[src/rtl/mem_access_unit_pkg.sv]
// mem_access_unit_pkg
// Shared definitions for the MEM-stage load/store engine.
//   - SLCtrl access-size encodings (shared with the MEM/WB load extender)
//   - ExcCode constants (shared with the CP0/exception unit)
//   - FSM state encoding and an access-size decode helper
package mem_access_unit_pkg;

    // SLCtrl encodings; 5..7 are treated as word.
    localparam logic [2:0] SL_WORD   = 3'd0;
    localparam logic [2:0] SL_BYTE_U = 3'd1;
    localparam logic [2:0] SL_BYTE_S = 3'd2;
    localparam logic [2:0] SL_HALF_U = 3'd3;
    localparam logic [2:0] SL_HALF_S = 3'd4;

    // Memory exception codes.
    localparam logic [4:0] EXC_ADEL = 5'd4;
    localparam logic [4:0] EXC_ADES = 5'd5;
    localparam logic [4:0] EXC_DBE  = 5'd7;

    typedef enum logic [1:0] {
        ST_IDLE = 2'd0,
        ST_REQ  = 2'd1,
        ST_DONE = 2'd2,
        ST_ERR  = 2'd3
    } state_t;

    typedef enum logic [1:0] {
        SZ_WORD = 2'd0,
        SZ_HALF = 2'd1,
        SZ_BYTE = 2'd2
    } size_t;

    function automatic size_t access_size(input logic [2:0] sl);
        case (sl)
            SL_BYTE_U, SL_BYTE_S: access_size = SZ_BYTE;
            SL_HALF_U, SL_HALF_S: access_size = SZ_HALF;
            default:              access_size = SZ_WORD;
        endcase
    endfunction

endpackage

[src/rtl/mem_access_unit_if.sv]
// mem_access_unit_if
// Data-bus interface between the MEM-stage engine (master) and the data
// memory / bus slave.
//   bus_req   master -> slave  request, held high until the ack cycle
//   bus_we    master -> slave  1 = write
//   bus_addr  master -> slave  word address
//   bus_be    master -> slave  byte enables
//   bus_wdata master -> slave  lane-replicated store data
//   bus_ack   slave -> master  one-cycle completion
//   bus_rdata slave -> master  read word, valid with bus_ack
//
// Handshake: a transfer completes on the rising edge where bus_req and
// bus_ack are both high. While bus_req is high, bus_we/addr/be/wdata are
// stable. bus_ack seen while bus_req is low carries no meaning and is
// dropped by the master.
interface mem_access_unit_if;
    logic        bus_req;
    logic        bus_we;
    logic [31:0] bus_addr;
    logic [3:0]  bus_be;
    logic [31:0] bus_wdata;
    logic        bus_ack;
    logic [31:0] bus_rdata;

    modport master (
        output bus_req, bus_we, bus_addr, bus_be, bus_wdata,
        input  bus_ack, bus_rdata
    );

    modport slave (
        input  bus_req, bus_we, bus_addr, bus_be, bus_wdata,
        output bus_ack, bus_rdata
    );
endinterface

[src/rtl/mem_lane_gen.sv]
// mem_lane_gen
// Combinational alignment check plus byte-enable and store-lane generation.
//   sl_ctrl_i    access size (SLCtrl encoding)
//   addr_lo_i    Addr[1:0]
//   wdata_i      right-aligned store data
//   we_i         1 = store
//   misaligned_o access violates its natural alignment
//   be_o         byte enables (all ones for loads)
//   wdata_o      store data replicated onto every lane
module mem_lane_gen
    import mem_access_unit_pkg::*;
(
    input  logic [2:0]  sl_ctrl_i,
    input  logic [1:0]  addr_lo_i,
    input  logic [31:0] wdata_i,
    input  logic        we_i,
    output logic        misaligned_o,
    output logic [3:0]  be_o,
    output logic [31:0] wdata_o
);
    size_t size;

    always_comb begin
        size         = access_size(sl_ctrl_i);
        misaligned_o = 1'b0;
        be_o         = 4'b1111;
        wdata_o      = wdata_i;
        case (size)
            SZ_BYTE: begin
                wdata_o = {4{wdata_i[7:0]}};
                if (we_i) be_o = 4'b0001 << addr_lo_i;
            end
            SZ_HALF: begin
                misaligned_o = addr_lo_i[0];
                wdata_o      = {2{wdata_i[15:0]}};
                if (we_i) be_o = addr_lo_i[1] ? 4'b1100 : 4'b0011;
            end
            default: begin
                misaligned_o = (addr_lo_i != 2'b00);
            end
        endcase
    end
endmodule

[src/rtl/mem_access_unit.sv]
// mem_access_unit
// MEM-stage load/store engine feeding the MEM/WB register. Runs one
// req/ack bus transaction per memory instruction and stalls the front of
// the pipeline while it is outstanding.
//   clk, reset    clock; asynchronous active-high reset
//   ExcClr        synchronous flush, aborts the current op
//   MemValid/MemWE/SLCtrl/Addr/WData   memory op from EX/MEM
//   bus           data-bus master port
//   Stall         freeze PC/IF/ID/EX and EX/MEM
//   DMDataR       captured raw read word (0 after a store or bus error)
//   ExcValid/ExcCode/BadVAddr  memory exception for the MEM-stage op
//   dbg_state_o   FSM state
module mem_access_unit
    import mem_access_unit_pkg::*;
#(
    parameter int unsigned TIMEOUT = 16
) (
    input  logic                clk,
    input  logic                reset,
    input  logic                ExcClr,
    input  logic                MemValid,
    input  logic                MemWE,
    input  logic [2:0]          SLCtrl,
    input  logic [31:0]         Addr,
    input  logic [31:0]         WData,
    mem_access_unit_if.master   bus,
    output logic                Stall,
    output logic [31:0]         DMDataR,
    output logic                ExcValid,
    output logic [4:0]          ExcCode,
    output logic [31:0]         BadVAddr,
    output state_t              dbg_state_o
);
    localparam logic [7:0] CNT_LAST = 8'(TIMEOUT - 1);

    state_t      state_q, state_d;
    logic [7:0]  cnt_q, cnt_d;
    logic        we_q, we_d;
    logic [31:0] addr_q, addr_d;
    logic [3:0]  be_q, be_d;
    logic [31:0] wdata_q, wdata_d;
    logic [31:0] dmdata_q, dmdata_d;

    logic        misaligned;
    logic [3:0]  lane_be;
    logic [31:0] lane_wdata;

    mem_lane_gen u_lane_gen (
        .sl_ctrl_i    (SLCtrl),
        .addr_lo_i    (Addr[1:0]),
        .wdata_i      (WData),
        .we_i         (MemWE),
        .misaligned_o (misaligned),
        .be_o         (lane_be),
        .wdata_o      (lane_wdata)
    );

    always_ff @(posedge clk or posedge reset) begin
        if (reset) begin
            state_q  <= ST_IDLE;
            cnt_q    <= '0;
            we_q     <= 1'b0;
            addr_q   <= '0;
            be_q     <= '0;
            wdata_q  <= '0;
            dmdata_q <= '0;
        end else begin
            state_q  <= state_d;
            cnt_q    <= cnt_d;
            we_q     <= we_d;
            addr_q   <= addr_d;
            be_q     <= be_d;
            wdata_q  <= wdata_d;
            dmdata_q <= dmdata_d;
        end
    end

    always_comb begin
        state_d  = state_q;
        cnt_d    = cnt_q;
        we_d     = we_q;
        addr_d   = addr_q;
        be_d     = be_q;
        wdata_d  = wdata_q;
        dmdata_d = dmdata_q;
        Stall    = 1'b0;
        ExcValid = 1'b0;
        ExcCode  = '0;
        BadVAddr = '0;

        case (state_q)
            ST_IDLE: begin
                if (MemValid && !ExcClr) begin
                    if (misaligned) begin
                        // Address error is reported without touching the bus.
                        ExcValid = 1'b1;
                        ExcCode  = MemWE ? EXC_ADES : EXC_ADEL;
                        BadVAddr = Addr;
                    end else begin
                        // Reset gating lets an async reset drop Stall at once
                        // even while the frozen pipeline still holds MemValid.
                        Stall   = !reset;
                        state_d = ST_REQ;
                        cnt_d   = '0;
                        we_d    = MemWE;
                        addr_d  = Addr;
                        be_d    = lane_be;
                        wdata_d = lane_wdata;
                    end
                end
            end
            ST_REQ: begin
                Stall = 1'b1;
                if (bus.bus_ack) begin
                    state_d  = ST_DONE;
                    dmdata_d = we_q ? 32'h0 : bus.bus_rdata;
                end else if (cnt_q == CNT_LAST) begin
                    state_d  = ST_ERR;
                    dmdata_d = 32'h0;
                end else begin
                    cnt_d = cnt_q + 8'd1;
                end
            end
            ST_DONE: begin
                state_d = ST_IDLE;
            end
            ST_ERR: begin
                ExcValid = 1'b1;
                ExcCode  = EXC_DBE;
                BadVAddr = addr_q;
                state_d  = ST_IDLE;
            end
            default: state_d = ST_IDLE;
        endcase

        // Flush beats every transition, including a same-cycle ack capture.
        if (ExcClr) begin
            state_d  = ST_IDLE;
            cnt_d    = '0;
            dmdata_d = dmdata_q;
        end
    end

    assign bus.bus_req   = (state_q == ST_REQ);
    assign bus.bus_we    = we_q;
    assign bus.bus_addr  = {addr_q[31:2], 2'b00};
    assign bus.bus_be    = be_q;
    assign bus.bus_wdata = wdata_q;
    assign DMDataR       = dmdata_q;
    assign dbg_state_o   = state_q;
endmodule

[src/flat_wrapper.sv]
// flat-port wrapper written by rule: the top's interface ports become plain ports
module mem_access_unit_flat import mem_access_unit_pkg::*;
#(
    parameter int unsigned TIMEOUT = 16
)
  (clk, reset, ExcClr, MemValid, MemWE, SLCtrl, Addr, WData, Stall, DMDataR, ExcValid, ExcCode, BadVAddr, dbg_state_o, bus_bus_req, bus_bus_we, bus_bus_addr, bus_bus_be, bus_bus_wdata, bus_bus_ack, bus_bus_rdata);
  mem_access_unit_if bus_i ();
  input  logic clk;
  input  logic reset;
  input  logic ExcClr;
  input  logic MemValid;
  input  logic MemWE;
  input  logic [2:0] SLCtrl;
  input  logic [31:0] Addr;
  input  logic [31:0] WData;
  output logic Stall;
  output logic [31:0] DMDataR;
  output logic ExcValid;
  output logic [4:0] ExcCode;
  output logic [31:0] BadVAddr;
  output state_t dbg_state_o;
  output wire logic [$bits(bus_i.bus_req)-1:0] bus_bus_req;
  output wire logic [$bits(bus_i.bus_we)-1:0] bus_bus_we;
  output wire logic [$bits(bus_i.bus_addr)-1:0] bus_bus_addr;
  output wire logic [$bits(bus_i.bus_be)-1:0] bus_bus_be;
  output wire logic [$bits(bus_i.bus_wdata)-1:0] bus_bus_wdata;
  input wire logic [$bits(bus_i.bus_ack)-1:0] bus_bus_ack;
  input wire logic [$bits(bus_i.bus_rdata)-1:0] bus_bus_rdata;
  assign bus_bus_req = bus_i.bus_req;
  assign bus_bus_we = bus_i.bus_we;
  assign bus_bus_addr = bus_i.bus_addr;
  assign bus_bus_be = bus_i.bus_be;
  assign bus_bus_wdata = bus_i.bus_wdata;
  assign bus_i.bus_ack = bus_bus_ack;
  assign bus_i.bus_rdata = bus_bus_rdata;
  mem_access_unit #(.TIMEOUT(TIMEOUT)) u_core (.clk(clk), .reset(reset), .ExcClr(ExcClr), .MemValid(MemValid), .MemWE(MemWE), .SLCtrl(SLCtrl), .Addr(Addr), .WData(WData), .bus(bus_i), .Stall(Stall), .DMDataR(DMDataR), .ExcValid(ExcValid), .ExcCode(ExcCode), .BadVAddr(BadVAddr), .dbg_state_o(dbg_state_o));
endmodule
[config.mk]
export PLATFORM = sky130hd
export DESIGN_NAME = mem_access_unit_flat
export DESIGN_NICKNAME = d
export VERILOG_FILES = /design/src/rtl/mem_access_unit_pkg.sv /design/src/rtl/mem_access_unit_if.sv /design/src/rtl/mem_lane_gen.sv /design/src/rtl/mem_access_unit.sv /design/src/flat_wrapper.sv
export SDC_FILE = /design/constraint.sdc
export NUM_CORES = 1
export LEC_CHECK = 0
export CELL_PAD_IN_SITES_DETAIL_PLACEMENT = 0
export CELL_PAD_IN_SITES_GLOBAL_PLACEMENT = 1
export CORE_MARGIN = 3
export CORE_UTILIZATION = 31
export CTS_CLUSTER_DIAMETER = 80
export DETAILED_ROUTE_END_ITERATION = 12
export PLACE_DENSITY = 0.8
export REMOVE_ABC_BUFFERS = 1
export SLEW_MARGIN = 10
export SYNTH_ARGS = -nofsm -noshare
export SYNTH_HDL_FRONTEND = slang
export SYNTH_SLANG_ARGS = --single-unit
[constraint.sdc]
create_clock -name clk -period 4.99 [get_ports clk]
set_clock_uncertainty 0.2 [all_clocks]
set_input_delay 0.499 -clock clk [delete_from_list [all_inputs] [get_ports clk]]
set_output_delay 0.499 -clock clk [all_outputs]
set_load 0.005 [all_outputs]
Word-level counts from Yosys, hierarchy flattened
Cells that the tools add are included.

storage, ports and cells
  bits of input ports = 105
  output and inout bits = 143
  word-level logic and storage cells = 75
  register bits = 111

cells by class
  bitwise operators = 2
  $add $sub $neg = 1
  eq/ne operators = 15
  shift-type cells = 1
  reduce and logical (&&, ||, !) cells = 14
  mux-type cells = 35

operators with widths
  kind                                                              number
  32-bit two-way mux                                                5
  32-bit case mux with 2 select lines                               2
  8-bit two-way mux                                                 5
  8-bit case mux with 2 select lines                                1
  4-bit two-way mux                                                 3
  2-bit two-way mux                                                 5
  5-bit two-way mux                                                 2
  5-bit case mux with 2 select lines                                1
  3-bit != test (second input constant)                             3
  3-bit AND reduction                                               3
  8-bit by 1-bit adder with 8-bit output (second input constant)    1
  8-bit by 4-bit == test with 1-bit output (second input constant)  1
  4-bit case mux with 2 select lines                                1
  2-bit == test (second input constant)                             3
  3-bit by 2-bit == test with 1-bit output (second input constant)  2
  1-bit case mux with 2 select lines                                3
  2-bit case mux with 3 select lines                                1
  2-bit OR reduction                                                3
  1-bit two-way mux                                                 5
  5-bit AND reduction                                               1
  2-bit by 1-bit == test with 1-bit output (second input constant)  2
  4-bit by 2-bit != test with 1-bit output (second input constant)  1
  2-bit case mux with 2 select lines                                1
  2-bit nonzero test                                                2
  other kinds (9)                                                   11

Longest topological paths before layout
Gate-level depths: netlist of the first run.

  depth after elaboration = 9
  gate-level depth with buffers = 12
  mapped depth without buffers = 9

Cells and area by module
A second synthesis of the first run with hierarchy kept.

unflattened totals
  cell total of the unflattened synthesis = 518
  area total of the unflattened synthesis = 5,848.1 sq um

modules (own cells, without submodules)
  module           instances  area an instance (sq um)  seq. area each (sq um)  cells an instance
  mem_access_unit  1          5,257.5                   2,777.7                 421
  mem_lane_gen     1          590.6                     0.0                     97

Worst setup path before layout of the first run
Ideal clock, no wire load.

  path type = in2out
  from = input SLCtrl[1]
  to = output ExcCode[2]
  stages on the path = 10
  buffers on the path = 3
  slack = 2.125 ns
  arrival = 2.166 ns
  required time = 4.291 ns
  cells stage by stage = xor2_1 > nor2b_1 > ha_1 > a21oi_2 > and4bb_1 > buf_2 > buf_6 > nor2_1 > nor2_1 > buf_4

between the ends
  longest elaborated chain between the ends = 8
  elaborated cells on any way between the ends = 13
  those cells by class = 6 x eq/ne; 5 x mux; 2 x reduce/logical

RTL lines
  what                                                                       RTL line                   source
  from (decl)                                                                flat_wrapper.sv:13         input logic [2:0] SLCtrl;
  3-bit by 2-bit == test with 1-bit output, or another cell as far along     mem_access_unit_pkg.sv:34  case (sl)
  2-bit OR reduction                                                         mem_access_unit_pkg.sv:34
  2-bit case mux with 2 select lines (*)                                     mem_access_unit_pkg.sv:34
  2-bit by 1-bit == test with 1-bit output or 2-bit == test (tied branches)  mem_lane_gen.sv:28         case (size)
  1-bit case mux with 2 select lines (*)                                     mem_lane_gen.sv:28
  5-bit two-way mux (*)                                                      mem_access_unit.sv:94      if (misaligned) begin
  5-bit two-way mux (*)                                                      mem_access_unit.sv:93      if (MemValid && !ExcClr) begin
  5-bit case mux with 2 select lines (*)                                     mem_access_unit.sv:91      case (state_q)
  to (decl)                                                                  flat_wrapper.sv:19         output logic [4:0] ExcCode;

Mark *: on every way between the ends. The rest lies on a longest branch, timed or not.

Worst setup path after layout of the first run
  from = input SLCtrl[1]
  to = output BadVAddr[29]

between the ends
  longest elaborated chain between the ends = 8
  elaborated cells on any way between the ends = 13
  those cells by class = 6 x eq/ne; 5 x mux; 2 x reduce/logical

RTL lines
  what                                                                       RTL line                   source
  3-bit by 2-bit == test with 1-bit output, or another cell as far along     mem_access_unit_pkg.sv:34
  2-bit OR reduction                                                         mem_access_unit_pkg.sv:34
  2-bit case mux with 2 select lines (*)                                     mem_access_unit_pkg.sv:34
  2-bit by 1-bit == test with 1-bit output or 2-bit == test (tied branches)  mem_lane_gen.sv:28
  1-bit case mux with 2 select lines (*)                                     mem_lane_gen.sv:28
  32-bit two-way mux (*)                                                     mem_access_unit.sv:94
  32-bit two-way mux (*)                                                     mem_access_unit.sv:93
  32-bit case mux with 2 select lines (*)                                    mem_access_unit.sv:91
  to (decl)                                                                  flat_wrapper.sv:20         output logic [31:0] BadVAddr;

Marked as above.

==> results of run 1 <==
flip-flops by register name, indices dropped and copies added, names as in the netlist:
name and flops:
u_core.addr_q 32, u_core.bus.bus_wdata 32, u_core.DMDataR 32, u_core.dbg_state_o 2, u_core.bus.bus_we 1, u_core.cnt_q 8, u_core.bus.bus_be 4
kinds of logic (layout without fill, tap and decap cells):
logic type / count (synthesis) / in the layout
AOI/OAI and AO/OA: 178 / 178
xor gates and xnor gates: 1 / 1
adders and majority gates: 9 / 9
buffers and inverters: 85 / 278
DFF: 111 / 111
muxes: 43 / 43
other: 1 / 4
and+or+nand+nor: 150 / 150
final timing paths:
| check | end | slack (ns) | cells after the start |
|---|---|---|---|
| worst min register to register | u_core.bus.bus_wdata[12] | 0.28 | 2 |
| worst max-delay path | BadVAddr[29] | 0.95 | 10 |
| worst max register to register | u_core.bus.bus_wdata[0] | 2.70 | 6 |
| worst min-delay path | u_core.bus.bus_wdata[12] | 0.28 | 2 |
| max in group asynchronous | u_core.bus.bus_be[2] | 3.23 | 3 |
| min in group asynchronous | u_core.dbg_state_o[1] | 0.44 | 2 |
layout by cell type (no fill, tap or decap), types with 2 or more instances in the layout:
| master | n |
|---|---|
| mux2_2 | 42 |
| a31oi_1 | 5 |
| o21ai_0 | 71 |
| bufinv_16 | 2 |
| clkinv_2 | 2 |
| clkinvlp_4 | 2 |
| nand3_1 | 3 |
| o21ai_1 | 6 |
| conb_1 | 4 |
| a221oi_1 | 8 |
| nor4_2 | 2 |
| inv_1 | 7 |
| o31a_1 | 2 |
| clkdlybuf4s50_1 | 243 |
| a21o_1 | 3 |
| a21oi_1 | 8 |
| buf_4 | 10 |
| and2_1 | 2 |
| dfrtp_1 | 111 |
| nand2_1 | 63 |
| nand2b_1 | 6 |
| nor2_1 | 42 |
| ha_1 | 9 |
| nor2b_1 | 20 |
| a22oi_1 | 41 |
| a21oi_2 | 2 |
| clkbuf_16 | 9 |
| o31ai_1 | 22 |
worst reg2reg max path, stage by stage, from the launching register on:
cell and delay, ns:
dfrtp_1 0.49, inv_1 0.10, ha_1 0.25, nor2b_1 0.19
o211ai_4 0.12, buf_12 0.38, mux2_2 0.45
cell type report:
| class | count | area share, % |
|---|---|---|
| Clock buffer | 10 | 2.72 |
| Tap cell | 229 | 3.40 |
| Timing Repair Buffer | 254 | 30.0 |
| Sequential cell | 111 | 33.0 |
| Inverter | 8 | 0.386 |
| Clock inverter | 6 | 1.01 |
| Multi-Input combinational cell | 385 | 29.5 |
per-stage QoR:
| stage | util (%) | instances | cell area, um2 | hold WS (ns) |
|---|---|---|---|---|
| after detailed placement | 44.8 | 987 | 8100 | 0.267 |
| after CTS | 46.5 | 1003 | 8420 | 0.285 |
| after global routing | 46.5 | 1003 | 8420 | 0.306 |
| final | 46.5 | 1003 | 8420 | 0.276 |
| after global placement | 44.8 | 987 | 8100 | 0.260 |
| after floorplan | - | 504 | 5280 | 0.267 |
power breakdown:
part           total (W)  switching, W  internal, W
registers        0.00158      0.000253      0.00132
clock network   0.000778      0.000339     0.000439
logic            0.00200      0.000796      0.00121
total            0.00436       0.00139      0.00297
layer usage:
| layer | wire length [um] | global-route usage (%) |
|---|---|---|
| met1 | 7390 | 21.6 |
| met2 | 7810 | 26.1 |
| met3 | 1270 | 5.31 |
| met4 | 259 | 4.24 |
| met5 | 0 | 0 |
==> flow_summary.json, run 1 <==
{
  "setup_viol": 0,
  "dp_hpwl_mm": 11.7,
  "num_antenna_cells": 0,
  "crit_path_start": "SLCtrl[1]",
  "ys.flop_type": "dfrtp_1",
  "vias": 4964,
  "clk_latency_ns": 0.35,
  "gp_congestion": 0.744,
  "gr-usage-all-layers_pct": 16.4,
  "synth_compound_area_share_pct": 20.2,
  "grt_overflow": 0,
  "coreArea_um2": 18100,
  "synthSimpleGateAreaFrac_pct": 12.2,
  "total_power_w": 0.00436,
  "clk_pin_slew_ns": 0.07,
  "worst_path_most_repeated_cell": "clkdlybuf4s50_1",
  "cp_max_fo": 20,
  "multi_input_area_um2": 2480,
  "finalSetupTns_ns": 0,
  "hold_path_class": "reg2reg",
  "fp.dieW_um": 142,
  "crit_family": "buffers and inverters",
  "slew_headroom_pct": 27.4,
  "synth_fa_ha_area_share_pct": 1.96,
  "dpl_worst_slack_ns": 0.961,
  "slowest_stage": "clkdlybuf4s50_1",
  "ant_nets": 0,
  "ctsLongestPathBuffers": 2,
  "synth_top_family_by_area": "compound AO/OA/AOI/OAI gates",
  "ios": 248,
  "start_kind": "input port",
  "rsz0062_at_grt": "no",
  "drt-pass1-iter-count": 4,
  "slew_violations": 0,
  "synth_edf_count": 0,
  "worstPathArrival_ns": 3.34,
  "grt_first_pass_wirelength_mm": 26.7,
  "synthTopCellsByArea": "dfrtp_1 48%, mux2_2 8.3%, o21ai_0 6.2%, a22oi_1 5.4%, buf_4 4.7%",
  "finalNetCount": 883,
  "ys_seq_elements": 111,
  "grt_pass1_vias": 4982,
  "drt-initial-drc-count": 250,
  "cts_inserted_buffers": 9,
  "max_stage_delay_ns": 0.53,
  "endpoint_kind": "output pin",
  "drc": 0,
  "drt_wl_total_mm": 16.7,
  "htreeDepth": 3,
  "synth_cell_types": 50,
  "numPortBuffers": 243,
  "antenna_found_initial": 0,
  "tritoncts": "yes",
  "finalHoldViolations": 0,
  "cp_data_required_time_ns": 4.29,
  "ys_seq_area_share_pct": 48.5,
  "synth_most_common_cell": "dfrtp_1",
  "areaGrowthSynthToFinish_pct": 46.9,
  "fillCellCount": 1754,
  "cts_setup_buffers": 0,
  "die_area_um2": 20200,
  "async_flop_share_pct": 100,
  "maxClockFrequency_mhz": 248,
  "worstPathCellList": "clkdlybuf4s50_1 > nand2_1 > o21a_1 > ha_1 > a21oi_2 > and4bb_1 > buf_4 > a22oi_1 > nor2_1 > clkdlybuf4s50_1",
  "routedWlPerCell_um": 16.7,
  "cts_hold_buf": 0,
  "synth_area_um2": 5730,
  "timing.final.crit_share_pct": 80.9,
  "cts_resized": 0,
  "layout.area.seq_um2": 2780,
  "min_from": "u_core.bus.bus_wdata[12]",
  "rows": 49,
  "grt_max_degree": 98,
  "start_util_pct": 31.7,
  "syn_area_per_cell_um2": 9.92,
  "avgViaCountPerCell": 4.95,
  "period_minus_slack_ns": 4.04,
  "drive_gt1_share_pct": 10.6,
  "synthXorXnorAreaFrac_pct": 0.153,
  "maxCapViolations": 0,
  "die-height_um": 142,
  "tightest_slew_ns": 1.09,
  "path_class": "in2out",
  "cts.sinks": 111,
  "root_buffer": "clkbuf_16",
  "synth_area_leader_cell": "dfrtp_1",
  "synth_top_area_share_pct": 48.5,
  "muxShareOfSynthArea_pct": 8.43,
  "powerDensity_nw_per_um2": 518,
  "peakVddDrop_v": 0.000214,
  "syn_inst": 578,
  "status": "finished clean",
  "yosysWarningCount": 0,
  "crit_buf_inv": 3,
  "synth_common_cells": "111 x dfrtp_1, 71 x o21ai_0, 63 x nand2_1",
  "reg2reg_from": "u_core.dbg_state_o[0]",
  "p_leak_nw": 3.45,
  "worst_slack_ns": 0.951
}
Power figures use the tool's default switching activity.
==> run 2: changes to the inputs <==
- clock period: 4.99 -> 4 ns (I/O delays scaled with it)
==> run 2 against run 1 <==
Effect of this change: clock-buffer cell count decreased by 1; cell area about the same; total power increased by 24%; hold slack improved by 0.00064 ns; register-to-register slack got worse by 1.0 ns; wire length increased by 1.4%; final cell count increased by 0.30%; via count increased by 0.18%; sequential power increased by 25%; clock power increased by 19%; non-clock buffer count increased by 3; critical path depth unchanged; critical path type unchanged; highest routed layer unchanged.
==> flow_summary.json, run 2 (same netlist as run 1, synthesis figures left out) <==
{
  "drt_wl_total_mm": 17.0,
  "tritoncts": "yes",
  "path_class": "in2out",
  "total_power_w": 0.00542,
  "ios": 248,
  "p_leak_nw": 3.46,
  "powerDensity_nw_per_um2": 643,
  "multi_input_area_um2": 2480,
  "ctsLongestPathBuffers": 2,
  "num_antenna_cells": 0,
  "cp_data_required_time_ns": 3.40,
  "cts_setup_buffers": 0,
  "min_from": "u_core.bus.bus_wdata[12]",
  "layout_common_cells": "243 x clkdlybuf4s50_1, 111 x dfrtp_1, 71 x o21ai_0",
  "htreeDepth": 3,
  "grt_max_degree": 98,
  "drive_gt1_share_pct": 11.1,
  "start_kind": "input port",
  "die_area_um2": 20200,
  "dp_hpwl_mm": 11.9,
  "layout_commonest_cell": "clkdlybuf4s50_1",
  "r2r_setup_slack_ns": 1.69,
  "fillCellCount": 1758,
  "avgViaCountPerCell": 4.94,
  "grt_first_pass_wirelength_mm": 27.0,
  "areaGrowthSynthToFinish_pct": 47.0,
  "grt_overflow": 0,
  "final_area_um2": 8420,
  "clk_pin_slew_ns": 0.08,
  "tightest_slew_ns": 1.11,
  "finalNetCount": 886,
  "finalHoldViolations": 0,
  "rr_worst_depth": 6,
  "peakVddDrop_v": 0.000259,
  "cp_max_fo": 23,
  "rsz0062_at_grt": "no",
  "cts_resized": 0,
  "period_minus_slack_ns": 3.58,
  "gr-usage-all-layers_pct": 16.5,
  "clk_latency_ns": 0.35,
  "timing.final.crit_share_pct": 89.4,
  "drt-pass1-iter-count": 5,
  "ant_nets": 0,
  "hold_end": "u_core.bus.bus_wdata[12]",
  "layout.area.seq_um2": 2780,
  "antenna_found_initial": 0,
  "maxClockFrequency_mhz": 280,
  "cts_inserted_buffers": 9,
  "drc": 0,
  "start_util_pct": 31.7,
  "grt_pass1_vias": 4920,
  "fp.dieW_um": 142,
  "vias": 4973,
  "finalSetupTns_ns": 0,
  "reg2reg_from": "u_core.dbg_state_o[0]",
  "endpoint_kind": "output pin",
  "root_buffer": "clkbuf_16",
  "coreArea_um2": 18100,
  "die-height_um": 142,
  "placed_area_um2": 8130,
  "min_path_cells": 2,
  "slew_violations": 0,
  "routedWlPerCell_um": 16.9,
  "numPortBuffers": 243,
  "drt-initial-drc-count": 214,
  "hold_ws_ns": 0.277,
  "hold_path_class": "reg2reg",
  "status": "finished clean",
  "cts_hold_buf": 0,
  "gp_congestion": 0.773,
  "rows": 49,
  "slew_headroom_pct": 25.8,
  "worstPathArrival_ns": 2.98,
  "setup_viol": 0,
  "maxCapViolations": 0,
  "reg2reg_to": "u_core.bus.bus_wdata[4]",
  "cts.sinks": 111
}
run 2: changes by cell type in the layout (fill, tap and decap cells not counted):
cell	previous run	this run
buf_4	10	13
clkinv_4	0	2
bufinv_16	2	1
inv_6	0	1
clkinv_2	2	3
clkinvlp_4	2	0
clkbuf_1	1	0
run 2: final cells by class:
cell class / count / share of cell area, %
flip-flops and latches: 111 / 33.0
repair buffers: 257 / 30.3
multi-input cells: 385 / 29.4
well taps: 229 / 3.40
clock buffers: 9 / 2.67
clock inverters: 7 / 0.847
inverters: 8 / 0.386
run 2: worst max path at each step:
stage / start / end / slack, ns / cells past startpoint
3_3_place_gp: SLCtrl[0] / BadVAddr[2] / 0.45 / 10
3_5_place_dp: SLCtrl[0] / BadVAddr[1] / 0.41 / 10
4_1_cts: SLCtrl[0] / BadVAddr[1] / 0.41 / 10
2_1_floorplan: SLCtrl[1] / Stall / 0.15 / 6
6_report: SLCtrl[0] / BadVAddr[0] / 0.42 / 10
5_1_grt: SLCtrl[1] / BadVAddr[1] / 0.22 / 11
run 2: per-layer routing:
metal,wire [um],GRT usage (%),vias to the layer above
li1,-,-,2395
met1,7400,22.4,2388
met2,7970,26.0,179
met3,1440,5.58,11
met4,169,3.43,0
met5,0,0,-
run 2: worst max-delay path: stages:
cell	delay [ns]
clkdlybuf4s50_1	0.51
nand2_1	0.06
o21a_1	0.18
ha_1	0.40
a21oi_2	0.08
and4bb_1	0.30
buf_4	0.27
a22oi_1	0.11
nor2_1	0.12
clkdlybuf4s50_1	0.53
run 2: power breakdown:
part / leakage (nW) / internal, W / switching [W] / total (W)
logic: 1.91 / 0.00151 / 0.00101 / 0.00252
registers: 1.40 / 0.00165 / 0.000320 / 0.00197
clock network: 0.150 / 0.000488 / 0.000435 / 0.000923
run 2: stage by stage:
| stage | util [%] | cells | setup slack (ns) |
|---|---|---|---|
| floorplan | - | 504 | 0.149 |
| global placement | 44.9 | 990 | 0.450 |
| detailed placement | 44.9 | 990 | 0.407 |
| CTS | 46.6 | 1006 | 0.407 |
| global route | 46.6 | 1006 | 0.222 |
| finish | 46.6 | 1006 | 0.422 |
==> run 3: changes to the inputs <==
- clock period: 4 -> 3.9 ns (I/O delays scaled with it)
==> run 3 against run 2 <==
Effect of this change: first-iteration DRC count increased by 4.2%; cell area rose by 0.16%; wire length shrank 0.75%; setup slack got worse by 0.063 ns; combinational power rose by 3%; hold slack about the same.
==> flow_summary.json, run 3 (same netlist as run 1, synthesis figures left out) <==
{
  "status": "finished clean",
  "rsz0062_at_grt": "no",
  "slew_headroom_pct": 24.5,
  "drt-initial-drc-count": 223,
  "root_buffer": "clkbuf_16",
  "finalSetupTns_ns": 0,
  "gr-usage-all-layers_pct": 16.3,
  "coreArea_um2": 18100,
  "met2_usage_pct": 25.7,
  "grt_max_degree": 98,
  "path_depth": 10,
  "grt-busiest-layer": "met2",
  "path_class": "in2out",
  "worstPathCellList": "clkdlybuf4s50_1 > nand2_1 > o21a_1 > ha_1 > a21oi_2 > and4bb_1 > buf_4 > a22oi_1 > nor2_1 > clkdlybuf4s50_1",
  "drt-pass1-iter-count": 4,
  "tritoncts": "yes",
  "finalNetCount": 886,
  "cts_resized": 0,
  "cts_inserted_buffers": 9,
  "grt_first_pass_wirelength_mm": 26.5,
  "hold_ws_ns": 0.277,
  "htreeDepth": 3,
  "cp_data_required_time_ns": 3.31,
  "gr-usage-met1_pct": 21.6,
  "dpl_worst_slack_ns": 0.350,
  "cts_setup_buffers": 0,
  "start_util_pct": 31.7,
  "cts.sinks": 111,
  "antenna_found_initial": 0,
  "ctsLongestPathBuffers": 2,
  "drive_gt1_share_pct": 11.1,
  "areaGrowthSynthToFinish_pct": 47.2,
  "gp_congestion": 0.760,
  "setup_viol": 0,
  "avgViaCountPerCell": 4.91,
  "cts_hold_buf": 0,
  "maxClockFrequency_mhz": 282,
  "layout_common_cells": "243 x clkdlybuf4s50_1, 111 x dfrtp_1, 71 x o21ai_0",
  "routedWlPerCell_um": 16.7,
  "drt_wl_total_mm": 16.8,
  "worst_slack_ns": 0.360,
  "endpoint_kind": "output pin",
  "numPortBuffers": 243,
  "clk_latency_ns": 0.36,
  "cp_max_fo": 23,
  "die-height_um": 142,
  "die_area_um2": 20200,
  "hold_path_class": "reg2reg",
  "timing.final.crit_share_pct": 90.8,
  "peakVddDrop_v": 0.000345,
  "rr_worst_depth": 6,
  "ios": 248,
  "powerDensity_nw_per_um2": 652,
  "period_minus_slack_ns": 3.54,
  "grt_pass1_vias": 4886,
  "final_area_um2": 8440,
  "slew_violations": 0,
  "fp.dieW_um": 142,
  "num_antenna_cells": 0,
  "start_kind": "input port",
  "ant_nets": 0,
  "grt_overflow": 0,
  "use_met3_pct": 5.31,
  "p_leak_nw": 3.45,
  "max_stage_delay_ns": 0.52,
  "clk_pin_slew_ns": 0.07,
  "finalHoldViolations": 0,
  "layout_commonest_cell": "clkdlybuf4s50_1",
  "placed_area_um2": 8150,
  "min_path_cells": 2,
  "fin_util_pct": 46.6,
  "worstPathArrival_ns": 2.95,
  "vias": 4936,
  "slowest_stage": "clkdlybuf4s50_1",
  "worst_path_most_repeated_cell": "clkdlybuf4s50_1",
  "rows": 49,
  "maxCapViolations": 0,
  "tightest_slew_ns": 1.13,
  "crit_family": "buffers and inverters",
  "crit_buf_inv": 3,
  "dp_hpwl_mm": 11.9,
  "drc": 0
}
-- run 3: final cells by class --
class | instances | area [um2]
sequential | 111 | 2780
fill | 1738 | 9650
clock buffer | 10 | 239
clock inverter | 6 | 46.3
inverter | 8 | 32.5
tap | 229 | 287
timing repair buffer | 257 | 2570
multi-input combinational | 385 | 2480
-- run 3: worst min-delay path, delay by kind of cell (launching register included) --
| kind | cells | cell delay, ns |
|---|---|---|
| AO/OA/AOI/OAI | 1 | 0.05 |
| AND/OR/NAND/NOR | 1 | 0.05 |
| flip-flops | 1 | 0.34 |
-- run 3: stage by stage --
step           power [W]  std cells
2_1_floorplan    0.00296        504
3_3_place_gp     0.00464        990
3_5_place_dp     0.00467        990
4_1_cts          0.00560       1006
5_1_grt          0.00591       1006
6_report         0.00550       1006
-- run 3: final timing paths --
| kind | end | start | slack, ns |
|---|---|---|---|
| max in group asynchronous | u_core.DMDataR[24] | reset | 2.39 |
| max | BadVAddr[1] | SLCtrl[0] | 0.36 |
| min in group asynchronous | u_core.addr_q[16] | reset | 0.33 |
| min | u_core.bus.bus_wdata[26] | u_core.bus.bus_wdata[26] | 0.28 |
| max reg2reg | u_core.bus.bus_wdata[4] | u_core.dbg_state_o[0] | 1.61 |
| min reg2reg | u_core.bus.bus_wdata[26] | u_core.bus.bus_wdata[26] | 0.28 |
-- run 3: report_power, final --
part | internal [W] | switching, W
registers | 0.00169 | 0.000323
logic | 0.00156 | 0.00103
clock network | 0.000454 | 0.000442
total | 0.00371 | 0.00180
-- run 3: per-layer routing --
layer,routed length (um),vias up
li1,-,2390
met1,7570,2348
met2,7760,175
met3,1170,23
met4,346,0
met5,0,-
